## src/rtl/snn_pkt_pkg.sv

```systemverilog
// rtl/snn_pkt_pkg.sv - shared constants and helpers for the spike-packet merge blocks
package snn_pkt_pkg;

  localparam int MODE_RR    = 0;
  localparam int MODE_FIXED = 1;

  // Keeps a tag at least one bit wide even for degenerate channel counts.
  function automatic int idWidth(input int n);
    return (n < 2) ? 1 : $clog2(n);
  endfunction

endpackage

```

## src/rtl/pkt_fifo2.sv

```systemverilog
// rtl/pkt_fifo2.sv - 2-entry synchronous FIFO, generic width, head driven from registers
module pkt_fifo2 #(
  parameter int WIDTH = 8
) (
  input  logic             clk,
  input  logic             rst,
  input  logic             pushValid,
  input  logic [WIDTH-1:0] pushData,
  output logic             full,
  output logic             popValid,
  output logic [WIDTH-1:0] popData,
  input  logic             popReady
);

  logic [WIDTH-1:0] mem [2];
  logic             head;
  logic             tail;
  logic [1:0]       count;
  logic             doPop;

  assign full     = (count == 2'd2);
  assign popValid = (count != 2'd0);
  assign popData  = mem[head];
  assign doPop    = popValid && popReady;

  // Storage is cleared too so the head reads zero out of reset.
  always_ff @(posedge clk) begin
    if (rst) begin
      count  <= 2'd0;
      head   <= 1'b0;
      tail   <= 1'b0;
      mem[0] <= '0;
      mem[1] <= '0;
    end else begin
      if (pushValid) begin
        mem[tail] <= pushData;
        tail      <= ~tail;
      end
      if (doPop) begin
        head <= ~head;
      end
      count <= count + 2'(pushValid) - 2'(doPop);
    end
  end

endmodule

```

## src/rtl/packet_rr_merge.sv

```systemverilog
// rtl/packet_rr_merge.sv - N-input packet merge: round-robin or aged fixed priority into a 2-entry FIFO
module packet_rr_merge
  import snn_pkt_pkg::*;
#(
  parameter int NUM_IN     = 4,
  parameter int DATA_WIDTH = 31,
  parameter int ID_WIDTH   = idWidth(NUM_IN),
  parameter int MODE       = MODE_RR,
  parameter int AGE_LIMIT  = 8
) (
  input  logic                         clk,
  input  logic                         rst,
  input  logic [NUM_IN-1:0]            in_valid,
  input  logic [NUM_IN*DATA_WIDTH-1:0] in_data,
  output logic [NUM_IN-1:0]            in_ready,
  output logic                         out_valid,
  output logic [DATA_WIDTH-1:0]        out_data,
  output logic [ID_WIDTH-1:0]          out_src,
  input  logic                         out_ready
);

  typedef struct packed {
    logic [ID_WIDTH-1:0]   src;
    logic [DATA_WIDTH-1:0] data;
  } pkt_entry_t;

  logic [DATA_WIDTH-1:0] inWord [NUM_IN];
  logic [7:0]            age    [NUM_IN];
  logic [ID_WIDTH-1:0]   ptr;
  logic [ID_WIDTH-1:0]   grantIdx;
  logic [ID_WIDTH-1:0]   cand;
  logic                  grantAny;
  logic                  fifoFull;
  logic                  push;
  int                    idx;
  pkt_entry_t            pushEntry;
  pkt_entry_t            headEntry;

  for (genvar g = 0; g < NUM_IN; g++) begin : gSlice
    assign inWord[g] = in_data[g*DATA_WIDTH +: DATA_WIDTH];
  end

  // Loops run from the highest candidate down so the preferred one is written last.
  always_comb begin
    grantIdx = '0;
    grantAny = 1'b0;
    cand     = '0;
    idx      = 0;
    if (MODE == MODE_FIXED) begin
      for (int i = NUM_IN - 1; i >= 0; i--) begin
        if (in_valid[i]) begin
          grantIdx = ID_WIDTH'(i);
          grantAny = 1'b1;
        end
      end
      for (int i = NUM_IN - 1; i >= 0; i--) begin
        if (in_valid[i] && age[i] == 8'(AGE_LIMIT)) begin
          grantIdx = ID_WIDTH'(i);
        end
      end
    end else begin
      for (int k = NUM_IN - 1; k >= 0; k--) begin
        idx = int'(ptr) + k;
        if (idx >= NUM_IN) begin
          idx = idx - NUM_IN;
        end
        cand = ID_WIDTH'(idx);
        if (in_valid[cand]) begin
          grantIdx = cand;
          grantAny = 1'b1;
        end
      end
    end
  end

  always_comb begin
    in_ready = '0;
    if (grantAny && !fifoFull && !rst) begin
      in_ready[grantIdx] = 1'b1;
    end
  end

  assign push      = |in_ready;
  assign pushEntry = '{src: grantIdx, data: inWord[grantIdx]};

  always_ff @(posedge clk) begin
    if (rst) begin
      ptr <= '0;
    end else if (push) begin
      ptr <= (grantIdx == ID_WIDTH'(NUM_IN - 1)) ? '0 : grantIdx + 1'b1;
    end
  end

  // A waiting input only ages while the FIFO could have taken it.
  always_ff @(posedge clk) begin
    for (int i = 0; i < NUM_IN; i++) begin
      if (rst || !in_valid[i] || in_ready[i]) begin
        age[i] <= 8'd0;
      end else if (!fifoFull && age[i] != 8'(AGE_LIMIT)) begin
        age[i] <= age[i] + 8'd1;
      end
    end
  end

  pkt_fifo2 #(
    .WIDTH($bits(pkt_entry_t))
  ) uFifo (
    .clk      (clk),
    .rst      (rst),
    .pushValid(push),
    .pushData (pushEntry),
    .full     (fifoFull),
    .popValid (out_valid),
    .popData  (headEntry),
    .popReady (out_ready)
  );

  assign out_data = headEntry.data;
  assign out_src  = headEntry.src;

endmodule

```

## config.mk

```make
export PLATFORM = sky130hd
export DESIGN_NAME = packet_rr_merge
export DESIGN_NICKNAME = d
export VERILOG_FILES = /design/src/rtl/snn_pkt_pkg.sv /design/src/rtl/pkt_fifo2.sv /design/src/rtl/packet_rr_merge.sv
export SDC_FILE = /design/constraint.sdc
export NUM_CORES = 1
export LEC_CHECK = 0
export CAP_MARGIN = 15
export CORE_MARGIN = 4
export CORE_UTILIZATION = 35
export CTS_CLUSTER_SIZE = 14
export DETAILED_ROUTE_END_ITERATION = 10
export GPL_ROUTABILITY_DRIVEN = 0
export PLACE_DENSITY = 0.66
export SETUP_SLACK_MARGIN = 0.02
export SLEW_MARGIN = 20
export SYNTH_ARGS = -nofsm -noshare
export SYNTH_HDL_FRONTEND = slang
export SYNTH_SLANG_ARGS = --single-unit
```

## constraint.sdc

```tcl
create_clock -name clk -period 7.4 [get_ports clk]
set_input_delay 0.74 -clock clk [delete_from_list [all_inputs] [get_ports clk]]
set_output_delay 0.74 -clock clk [all_outputs]
set_load 0.01 [all_outputs]
```

==> results.sh, run 1 <==
export IMPL_status="complete, no violations"
export IMPL_drive_gt1_frac=0.122
export IMPL_cts_max_level=3
export IMPL_holdPathEnd="uFifo.tail$_SDFFE_PP0P_"
export IMPL_setup_viol=0
export IMPL_hold_violations=0
export IMPL_yosysSeqAreaShare=0.488
export IMPL_fin_crit_sh=0.593
export IMPL_critical_path_class="in -> reg"
export IMPL_ant_nets=0
export IMPL_grt_antenna_before_repair=0
export IMPL_ios=169
export IMPL_maxCapViolCount=0
export IMPL_clock_sinks=73
export IMPL_slowest_stage="nand2_2"
export IMPL_max_freq_ghz=0.228
export IMPL_rr_worst_depth=10
export IMPL_grt_max_degree=67
export IMPL_slew_violations=0
export IMPL_holdPathStages=2
export IMPL_relSlewSlack=0.419
export IMPL_wl_mm=12.6
export IMPL_syn_num_nets=535
export IMPL_rrSetupSlack_ns=3.64
export IMPL_grt_pass1_vias=3982
export IMPL_rows=40
export IMPL_grt_usage=0.175
export IMPL_post_cts_resized=0
export IMPL_core_area_um2=12100
export IMPL_antennaDiodeCount=0
export IMPL_final_util=0.524
export IMPL_avgSynthCellArea_um2=10.8
export IMPL_clockBufferDepth=2
export IMPL_worstPathCellList="clkdlybuf4s50_1, nor2b_1, a21boi_1, o31ai_4, inv_2, ha_1, inv_1, o311a_1, a211o_1, buf_4, nand2_2"
export IMPL_placed_cells=703
export IMPL_drtPass1Iterations=5
export IMPL_async_flop_share=0
export IMPL_place_area_um2=6060
export IMPL_finalSetupTns_ns=0
export IMPL_synth_area_um2=4350
export IMPL_hp_start="uFifo.tail$_SDFFE_PP0P_"
export IMPL_final_cell_count_no_fill=719
export IMPL_ys_ff_latch=73
export IMPL_cts_hold_buf=0
export IMPL_synth_edf_count=66
export IMPL_dr_max_layer_used="met4"
export IMPL_fin_area_um2=6320
export IMPL_min_path_type="reg -> reg"
export IMPL_drtIter0Drc=168
export IMPL_cp_data_arrival_time_ns=4.33
export IMPL_dieArea_um2=14300
export IMPL_synth_area_leaders="edfxtp_1 46%, a211oi_1 10%, and3_1 8.9%"
export IMPL_fin_crit_ns=4.39
export IMPL_wl_met3_um=865
export IMPL_rsz0062_at_grt="false"
export IMPL_drt_drc_violations_left=0
export IMPL_cp_max_fo=34
export IMPL_tightestPinTransition_ns=0.868
export IMPL_p_leak_nw=2.31
export IMPL_wl_per_cell_um=17.6
export IMPL_cts_setup_buffers=0
export IMPL_areaGrowthSynthToFinish_pct=45.3
export IMPL_regToRegStartpoint="ptr[0]$_SDFFE_PP0P_"
export IMPL_ir_drop_uv=143
export IMPL_cpPeakStageDelay_ns=0.67
export IMPL_yosys_cell_types_count=43
export IMPL_vias_per_cell=5.29
export IMPL_numCtsBuffers=9
export IMPL_cp_end_kind="flop"
export IMPL_finClkSkew_ns=0.00750
export IMPL_critPathRequiredTime_ns=7.34
export IMPL_die_y_um=119
export IMPL_syn_instance_count=402
export IMPL_vias=3807
export IMPL_start_util=0.360
export IMPL_io_buffers=168
export IMPL_clk_latency_ns=0.32
export IMPL_synth_top_cell_area_share=0.456
export IMPL_timing_rr_end="uFifo.mem[1][17]$_SDFFCE_PN0P_"
export IMPL_grt_pass1_wl_mm=20.2
export IMPL_crit_path_start_kind="input port"
export IMPL_synth_main_ff_cell="edfxtp_1"
export IMPL_nNetsFinal=679
export IMPL_cts_root_buf="clkbuf_16"
export IMPL_wl_met1_mm=5.32
export IMPL_grt_ovfl_total=0
export IMPL_cts_tree="yes"
export IMPL_route_met2_wl_mm=6.28
export IMPL_die_w_um=119
export IMPL_powerDensity_nw_per_um2=307
export IMPL_dpl_hpwl_mm=8.58
export IMPL_synth_top_area_cell="edfxtp_1"
export IMPL_path_clk_slew_ns=0.06
export IMPL_ys_warn_count=0
sequential cells by signal (all words and copies together) (netlist names), named ones only:
name         flops
uFifo.head       1
uFifo.mem       66
uFifo.count      2
ptr              2
uFifo.tail       1
worst max-delay path: cells and delay by family:
| family | cells | cell delay [ns] |
|---|---|---|
| AO/OA/AOI/OAI | 4 | 0.97 |
| adder cells (fa/ha/maj) | 1 | 0.28 |
| buffers and inverters | 4 | 1.40 |
| AND/OR/NAND/NOR | 2 | 0.90 |
cell families (layout without fill, tap and decap cells):
logic type | after synthesis | in the layout | synth area share
and+or+nand+nor | 165 | 165 | 0.215
AOI/OAI and AO/OA | 78 | 78 | 0.139
DFF | 73 | 73 | 0.488
buffers and inverters | 47 | 196 | 0.0579
muxes | 35 | 35 | 0.0901
adders and majority gates | 2 | 2 | 0.00576
xor gates and xnor gates | 2 | 2 | 0.00403
cells in the mapped netlist (2+ instances only):
cell type	count
edfxtp_1	66
nor3b_1	2
nand4_1	3
and3_1	62
nand2b_1	2
clkbuf_1	28
buf_2	3
mux2i_1	2
mux2_2	33
a21oi_1	3
a211oi_1	59
o21ai_0	4
nor3_1	61
a211oi_2	3
inv_2	2
a211o_1	2
ha_1	2
nor2_1	12
nor2b_1	3
buf_6	9
inv_1	4
nand2_1	6
or2_2	2
dfxtp_1	7
nor3_2	4
metal layers:
metal | up-vias | track usage
met5 | - | 0
met4 | 0 | 0.0465
met3 | 19 | 0.0380
met2 | 144 | 0.304
met1 | 1785 | 0.220
li1 | 1859 | -
worst max-delay path by stage:
stage                      from  slack (ns)  depth (start not counted)                        endpoint
finish              in_valid[2]        3.01                         11  uFifo.mem[1][17]$_SDFFCE_PN0P_
global route        in_valid[2]        2.72                         11  uFifo.mem[1][28]$_SDFFCE_PN0P_
CTS                 in_valid[2]        2.97                         11  uFifo.mem[1][17]$_SDFFCE_PN0P_
detailed placement  in_valid[2]        2.64                         11  uFifo.mem[1][17]$_SDFFCE_PN0P_
global placement    in_valid[2]        2.81                         11  uFifo.mem[1][13]$_SDFFCE_PN0P_
floorplan           in_valid[0]        3.43                         13   uFifo.mem[0][0]$_SDFFCE_PN0P_
power by group:
part | switching (mW) | internal (mW) | leakage [nW]
combinational | 0.479 | 0.448 | 1.43
sequential | 0.0536 | 0.586 | 0.752
clock | 0.151 | 0.223 | 0.128
final cells by class:
| type | instances | area (µm²) |
|---|---|---|
| Fill cell | 1083 | 5750 |
| Sequential cell | 73 | 2120 |
| Multi-Input combinational cell | 282 | 1980 |
| Timing Repair Buffer | 174 | 1730 |
| Clock buffer | 11 | 233 |
| Tap cell | 168 | 210 |
| Clock inverter | 5 | 22.5 |
| Inverter | 6 | 22.5 |
layout by cell type (no fill, tap or decap), types with 2 or more instances in the layout:
cell,n
a211o_1,2
a211oi_1,59
a211oi_2,3
a21oi_1,3
and3_1,62
buf_4,6
clkbuf_1,2
clkbuf_16,9
clkdlybuf4s50_1,168
clkinv_1,2
clkinv_2,3
dfxtp_1,6
edfxtp_1,66
ha_1,2
inv_1,4
inv_2,2
mux2_2,33
mux2i_1,2
nand2_1,4
nand2_2,2
nand2b_1,2
nand4_1,3
nor2_1,12
nor2b_1,3
nor3_1,61
nor3_2,4
nor3b_1,2
o21ai_0,4
or2_2,2
through the flow:
stage	hold WS, ns	power [mW]	setup slack, ns
final	0.502	1.94	3.01
after floorplan	0.471	1.22	3.43
after global routing	0.551	2.07	2.72
after CTS	0.510	1.96	2.97
after global placement	0.489	1.56	2.81
after detailed placement	0.498	1.58	2.64
Power figures use the tool's default switching activity.
==> run 2: changes to the inputs <==
Settings changed: PLACE_DENSITY 0.66 to 0.69.
Clock period 7.4 ns to 3.85 ns, I/O delays scaled along.
==> run 2 against run 1 <==
Compared with the run above: clock power increased by 150%; power increased by 110%; cell count increased by 1.1%; first-iteration DRC count decreased by 1.2%; die area unchanged; largest cell class unchanged; worst hold slack improved by 0.0069 ns.
==> results.sh, run 2 (synthesized netlist as in run 1, its figures left out) <==
export IMPL_numCtsBuffers=9
export IMPL_post_cts_resized=0
export IMPL_holdPathStages=2
export IMPL_relSlewSlack=0.417
export IMPL_worstPathCellList="clkdlybuf4s50_1, nor2_1, a221o_1, or3_1, nor2_1, clkdlybuf4s50_1"
export IMPL_hp_start="uFifo.tail$_SDFFE_PP0P_"
export IMPL_switching_share=0.338
export IMPL_largest_register="uFifo.mem"
export IMPL_clockBufferDepth=2
export IMPL_largest_register_ffs=66
export IMPL_dpl_hpwl_mm=9.04
export IMPL_ios=169
export IMPL_cts_max_level=3
export IMPL_fin_crit_ns=3.09
export IMPL_crit_path_start_kind="input port"
export IMPL_crit_family="buffers and inverters"
export IMPL_grt_max_degree=67
export IMPL_cell_internal_pwr_mw=2.64
export IMPL_finClkSkew_ns=0.00600
export IMPL_start_util=0.360
export IMPL_rr_worst_depth=10
export IMPL_clkPwrFrac=0.234
export IMPL_wl_per_cell_um=17.5
export IMPL_grtUsageMet2=0.298
export IMPL_clock_sinks=73
export IMPL_ant_nets=0
export IMPL_p_comb_frac=0.457
export IMPL_finalSetupTns_ns=0
export IMPL_use_met3=0.0480
export IMPL_fin_crit_sh=0.803
export IMPL_maxCapViolCount=0
export IMPL_tightestPinTransition_ns=0.874
export IMPL_place_area_um2=6120
export IMPL_grt_busiest_layer="met2"
export IMPL_max_freq_ghz=0.323
export IMPL_cpPeakStageDelay_ns=0.59
export IMPL_min_path_type="reg -> reg"
export IMPL_die_w_um=119
export IMPL_powerDensity_nw_per_um2=617
export IMPL_grt_antenna_before_repair=0
export IMPL_cts_setup_buffers=0
export IMPL_power_frac_seq=0.309
export IMPL_largestRegisters="uFifo.mem (66), ptr (2), uFifo.count (2)"
export IMPL_io_buffers=168
export IMPL_rsz0062_at_grt="false"
export IMPL_grt_met1_usage=0.218
export IMPL_drtPass1Iterations=4
export IMPL_critPathRequiredTime_ns=3.46
export IMPL_grt_usage=0.176
export IMPL_grt_pass1_wl_mm=20.1
export IMPL_n_fill_cell=1046
export IMPL_cts_hold_buf=0
export IMPL_final_cell_mix="168 x clkdlybuf4s50_1, 66 x edfxtp_1, 62 x and3_1, 61 x nor3_1, 59 x a211oi_1"
export IMPL_ir_drop_uv=305
export IMPL_final_common_cell="clkdlybuf4s50_1"
export IMPL_vias_per_cell=5.31
export IMPL_slowest_stage="clkdlybuf4s50_1"
export IMPL_wl_mm=12.7
export IMPL_drtIter0Drc=166
export IMPL_nNetsFinal=687
export IMPL_critical_path_class="in -> out"
export IMPL_worstSetupStartpoint="in_valid[3]"
export IMPL_holdWs_ns=0.509
export IMPL_crit_cells=6
export IMPL_core_area_um2=12100
export IMPL_clk_latency_ns=0.33
export IMPL_dieArea_um2=14300
export IMPL_areaGrowthSynthToFinish_pct=48.5
export IMPL_p_sw_mw=1.34
export IMPL_final_util=0.535
export IMPL_drt_drc_violations_left=0
export IMPL_crit_buf_inv=2
export IMPL_fin_area_um2=6460
export IMPL_regToRegStartpoint="ptr[0]$_SDFFE_PP0P_"
export IMPL_setup_viol=0
export IMPL_vias=3860
export IMPL_die_y_um=119
export IMPL_slew_violations=0
export IMPL_hold_violations=0
export IMPL_grt_ovfl_total=0
export IMPL_cp_data_arrival_time_ns=2.71
export IMPL_cts_tree="yes"
export IMPL_cp_end_kind="primary output"
export IMPL_grt_pass1_vias=4049
export IMPL_path_clk_slew_ns=0.06
export IMPL_p_leak_nw=2.38
export IMPL_rows=40
export IMPL_drive_gt1_frac=0.138
export IMPL_status="complete, no violations"
export IMPL_cts_root_buf="clkbuf_16"
export IMPL_antennaDiodeCount=0
export IMPL_cp_max_fo=13
-- run 2: cell count changes in the layout (fill, tap and decap cells not counted), sizes merged --
| cell | change |
|---|---|
| clkinv | -3 |
| buf | +8 |
| clkbuf | -1 |
| clkinvlp | +1 |
| bufinv | +3 |
-- run 2: layer usage --
metal  part of all wire  wire length, µm  up-vias
li1                   -                -     1875
met1               0.43             5460     1842
met4              0.013              163        0
met5                  0                0        -
met3              0.068              866       12
met2               0.49             6230      131
-- run 2: worst paths after layout --
| kind | to | slack [ns] |
|---|---|---|
| worst max-delay path | in_ready[0] | 0.76 |
| worst min-delay path | uFifo.tail$_SDFFE_PP0P_ | 0.51 |
| worst max register to register | uFifo.mem[1][0]$_SDFFCE_PN0P_ | 1.21 |
| worst min register to register | uFifo.tail$_SDFFE_PP0P_ | 0.51 |
-- run 2: area by class of cell --
type / instances / area (µm²) / area share
clock buffer: 10 / 229 / 0.0355
clock inverter: 6 / 106 / 0.0165
sequential: 73 / 2120 / 0.329
timing repair buffer: 182 / 1790 / 0.277
inverter: 6 / 22.5 / 0.00349
multi-input combinational: 282 / 1980 / 0.306
tap: 168 / 210 / 0.0326
-- run 2: power groups by stage --
| stage | sequential [mW] | combinational [mW] | clock (mW) |
|---|---|---|---|
| floorplan | 1.18 | 1.16 | 0 |
| global placement | 1.23 | 1.79 | 0 |
| detailed placement | 1.25 | 1.83 | 0 |
| CTS | 1.23 | 1.84 | 0.943 |
| global route | 1.25 | 1.98 | 0.984 |
| finish | 1.23 | 1.82 | 0.932 |
-- run 2: per-stage QoR --
step	worst slack (ns)	cells	total power, mW
finish	0.757	727	3.98
global route	0.604	727	4.21
detailed placement	0.616	711	3.07
CTS	0.744	727	4.01
global placement	0.698	711	3.03
floorplan	0.232	402	2.34
-- run 2: tightest hold or removal path, cell delays in order, from the launching register on --
cell and delay, ns:
dfxtp_1 0.31, nand2_1 0.07, o21ai_0 0.08
==> run 3: changes to the inputs <==
Settings changed: PLACE_DENSITY 0.69 to 0.66.
Clock period 3.85 ns to 3.1 ns, I/O delays scaled along.
==> run 3 against run 2 <==
Compared with the run above: clock skew is 0.0016 ns lower; worst setup slack worse by 0.46 ns; sequential power is 24% higher; first-iteration DRC count is 3.6% higher; worst hold slack better by 0.0062 ns; register-to-register slack worse by 0.57 ns; cell count is 0.96% higher; clock power is 8% higher; wire length hardly changed; highest routed layer unchanged.
==> results.sh, run 3 (synthesized netlist as in run 1, its figures left out) <==
export IMPL_status="complete, no violations"
export IMPL_dpl_hpwl_mm=8.97
export IMPL_cts_tree="yes"
export IMPL_cpPeakStageDelay_ns=0.54
export IMPL_fin_crit_sh=0.903
export IMPL_core_area_um2=12100
export IMPL_grt_max_degree=67
export IMPL_grt_pass1_vias=4096
export IMPL_critical_path_class="in -> out"
export IMPL_holdPathEnd="uFifo.head$_SDFFE_PP0P_"
export IMPL_crit_path_start_kind="input port"
export IMPL_drt_drc_violations_left=0
export IMPL_n_fill_cell=1062
export IMPL_powerDensity_nw_per_um2=745
export IMPL_nNetsFinal=694
export IMPL_wl_per_cell_um=17.3
export IMPL_dp_worst_setup_slack_ns=0.112
export IMPL_largestRegisters="uFifo.mem (66), ptr (2), uFifo.count (2)"
export IMPL_rrSetupSlack_ns=0.64
export IMPL_setup_viol=0
export IMPL_dieArea_um2=14300
export IMPL_rr_worst_depth=10
export IMPL_clockBufferDepth=2
export IMPL_final_util=0.543
export IMPL_regToRegStartpoint="ptr[0]$_SDFFE_PP0P_"
export IMPL_final_cell_count_no_fill=734
export IMPL_slew_violations=0
export IMPL_cts_root_buf="clkbuf_16"
export IMPL_path_clk_slew_ns=0.06
export IMPL_drtPass1Iterations=4
export IMPL_seqCellArea_um2=2120
export IMPL_largest_register="uFifo.mem"
export IMPL_vias=3881
export IMPL_ant_nets=0
export IMPL_cts_max_level=3
export IMPL_cts_setup_buffers=0
export IMPL_holdWs_ns=0.515
export IMPL_multi_input_area_um2=1990
export IMPL_fin_crit_ns=2.80
export IMPL_final_common_cell="clkdlybuf4s50_1"
export IMPL_finClkSkew_ns=0.00443
export IMPL_start_util=0.360
export IMPL_vias_per_cell=5.29
export IMPL_critPathRequiredTime_ns=2.79
export IMPL_layout_setup_ws_ns=0.300
export IMPL_placed_cells=718
export IMPL_slowest_stage="clkdlybuf4s50_1"
export IMPL_cp_common_cell="clkdlybuf4s50_1"
export IMPL_worstPathCellList="clkdlybuf4s50_1, nor2b_1, a21boi_1, o31ai_4, buf_4, nor2_1, clkdlybuf4s50_1"
export IMPL_cts_hold_buf=0
export IMPL_cp_data_arrival_time_ns=2.49
export IMPL_maxCapViolCount=0
export IMPL_largest_register_ffs=66
export IMPL_clock_sinks=73
export IMPL_drtIter0Drc=172
export IMPL_grt_antenna_before_repair=0
export IMPL_finalSetupTns_ns=0
export IMPL_grt_ovfl_total=0
export IMPL_min_path_type="reg -> reg"
export IMPL_max_freq_ghz=0.357
export IMPL_io_buffers=168
export IMPL_worstSetupStartpoint="in_valid[2]"
export IMPL_die_y_um=119
export IMPL_antennaDiodeCount=0
export IMPL_ir_drop_uv=318
export IMPL_relSlewSlack=0.441
export IMPL_p_leak_nw=2.44
export IMPL_grt_usage=0.177
export IMPL_tightestPinTransition_ns=0.839
export IMPL_wl_mm=12.7
export IMPL_hp_start="uFifo.head$_SDFFE_PP0P_"
export IMPL_drive_gt1_frac=0.152
export IMPL_cp_max_fo=35
export IMPL_clk_latency_ns=0.33
export IMPL_areaGrowthSynthToFinish_pct=50.8
export IMPL_numCtsBuffers=9
export IMPL_final_cell_mix="168 x clkdlybuf4s50_1, 66 x edfxtp_1, 62 x and3_1, 61 x nor3_1, 59 x a211oi_1"
export IMPL_post_cts_resized=0
export IMPL_timing_rr_end="uFifo.mem[1][10]$_SDFFCE_PN0P_"
export IMPL_holdPathStages=2
export IMPL_hold_violations=0
export IMPL_cp_end_kind="primary output"
export IMPL_rsz0062_at_grt="false"
export IMPL_rows=40
export IMPL_grt_pass1_wl_mm=20.2
export IMPL_die_w_um=119
export IMPL_ios=169
[run 3: stage by stage]
step / total power [mW] / instance area, µm²
2_1_floorplan: 2.91 / 4360
3_3_place_gp: 3.87 / 6260
3_5_place_dp: 3.91 / 6260
4_1_cts: 4.93 / 6560
5_1_grt: 5.18 / 6560
6_report: 4.89 / 6560
[run 3: routing by layer]
layer | track usage | wire length (µm)
met2 | 0.317 | 6420
met1 | 0.215 | 5340
met4 | 0.0565 | 202
met5 | 0 | 0
met3 | 0.0313 | 768
[run 3: worst max path at each step]
stage / endpoint / slack (ns) / cells past startpoint
after floorplan: uFifo.mem[0][0]$_SDFFCE_PN0P_ / 0.06 / 13
after detailed placement: uFifo.mem[1][10]$_SDFFCE_PN0P_ / 0.11 / 11
after CTS: in_ready[2] / 0.28 / 7
after global routing: in_ready[3] / 0.14 / 9
after global placement: uFifo.mem[1][5]$_SDFFCE_PN0P_ / 0.24 / 11
final: in_ready[2] / 0.30 / 7
[run 3: critical path, delay by kind of cell]
| family | cells | cell delay [ns] |
|---|---|---|
| AO/OA/AOI/OAI | 2 | 0.44 |
| buffers and inverters | 3 | 1.36 |
| AND/OR/NAND/NOR | 2 | 0.37 |
[run 3: where the power goes]
| group | internal, mW | leakage (nW) | total (mW) | switching (mW) |
|---|---|---|---|---|
| Combinational | 1.18 | 1.54 | 2.36 | 1.18 |
| Sequential | 1.39 | 0.752 | 1.52 | 0.125 |
| Clock | 0.622 | 0.149 | 1.01 | 0.385 |
| Total | 3.19 | 2.44 | 4.89 | 1.69 |
[run 3: layout make-up]
type	instances	area share
flip-flops and latches	73	0.324
multi-input cells	282	0.303
repair buffers	189	0.292
clock buffers	9	0.0344
well taps	168	0.0321
clock inverters	7	0.0109
inverters	6	0.00344
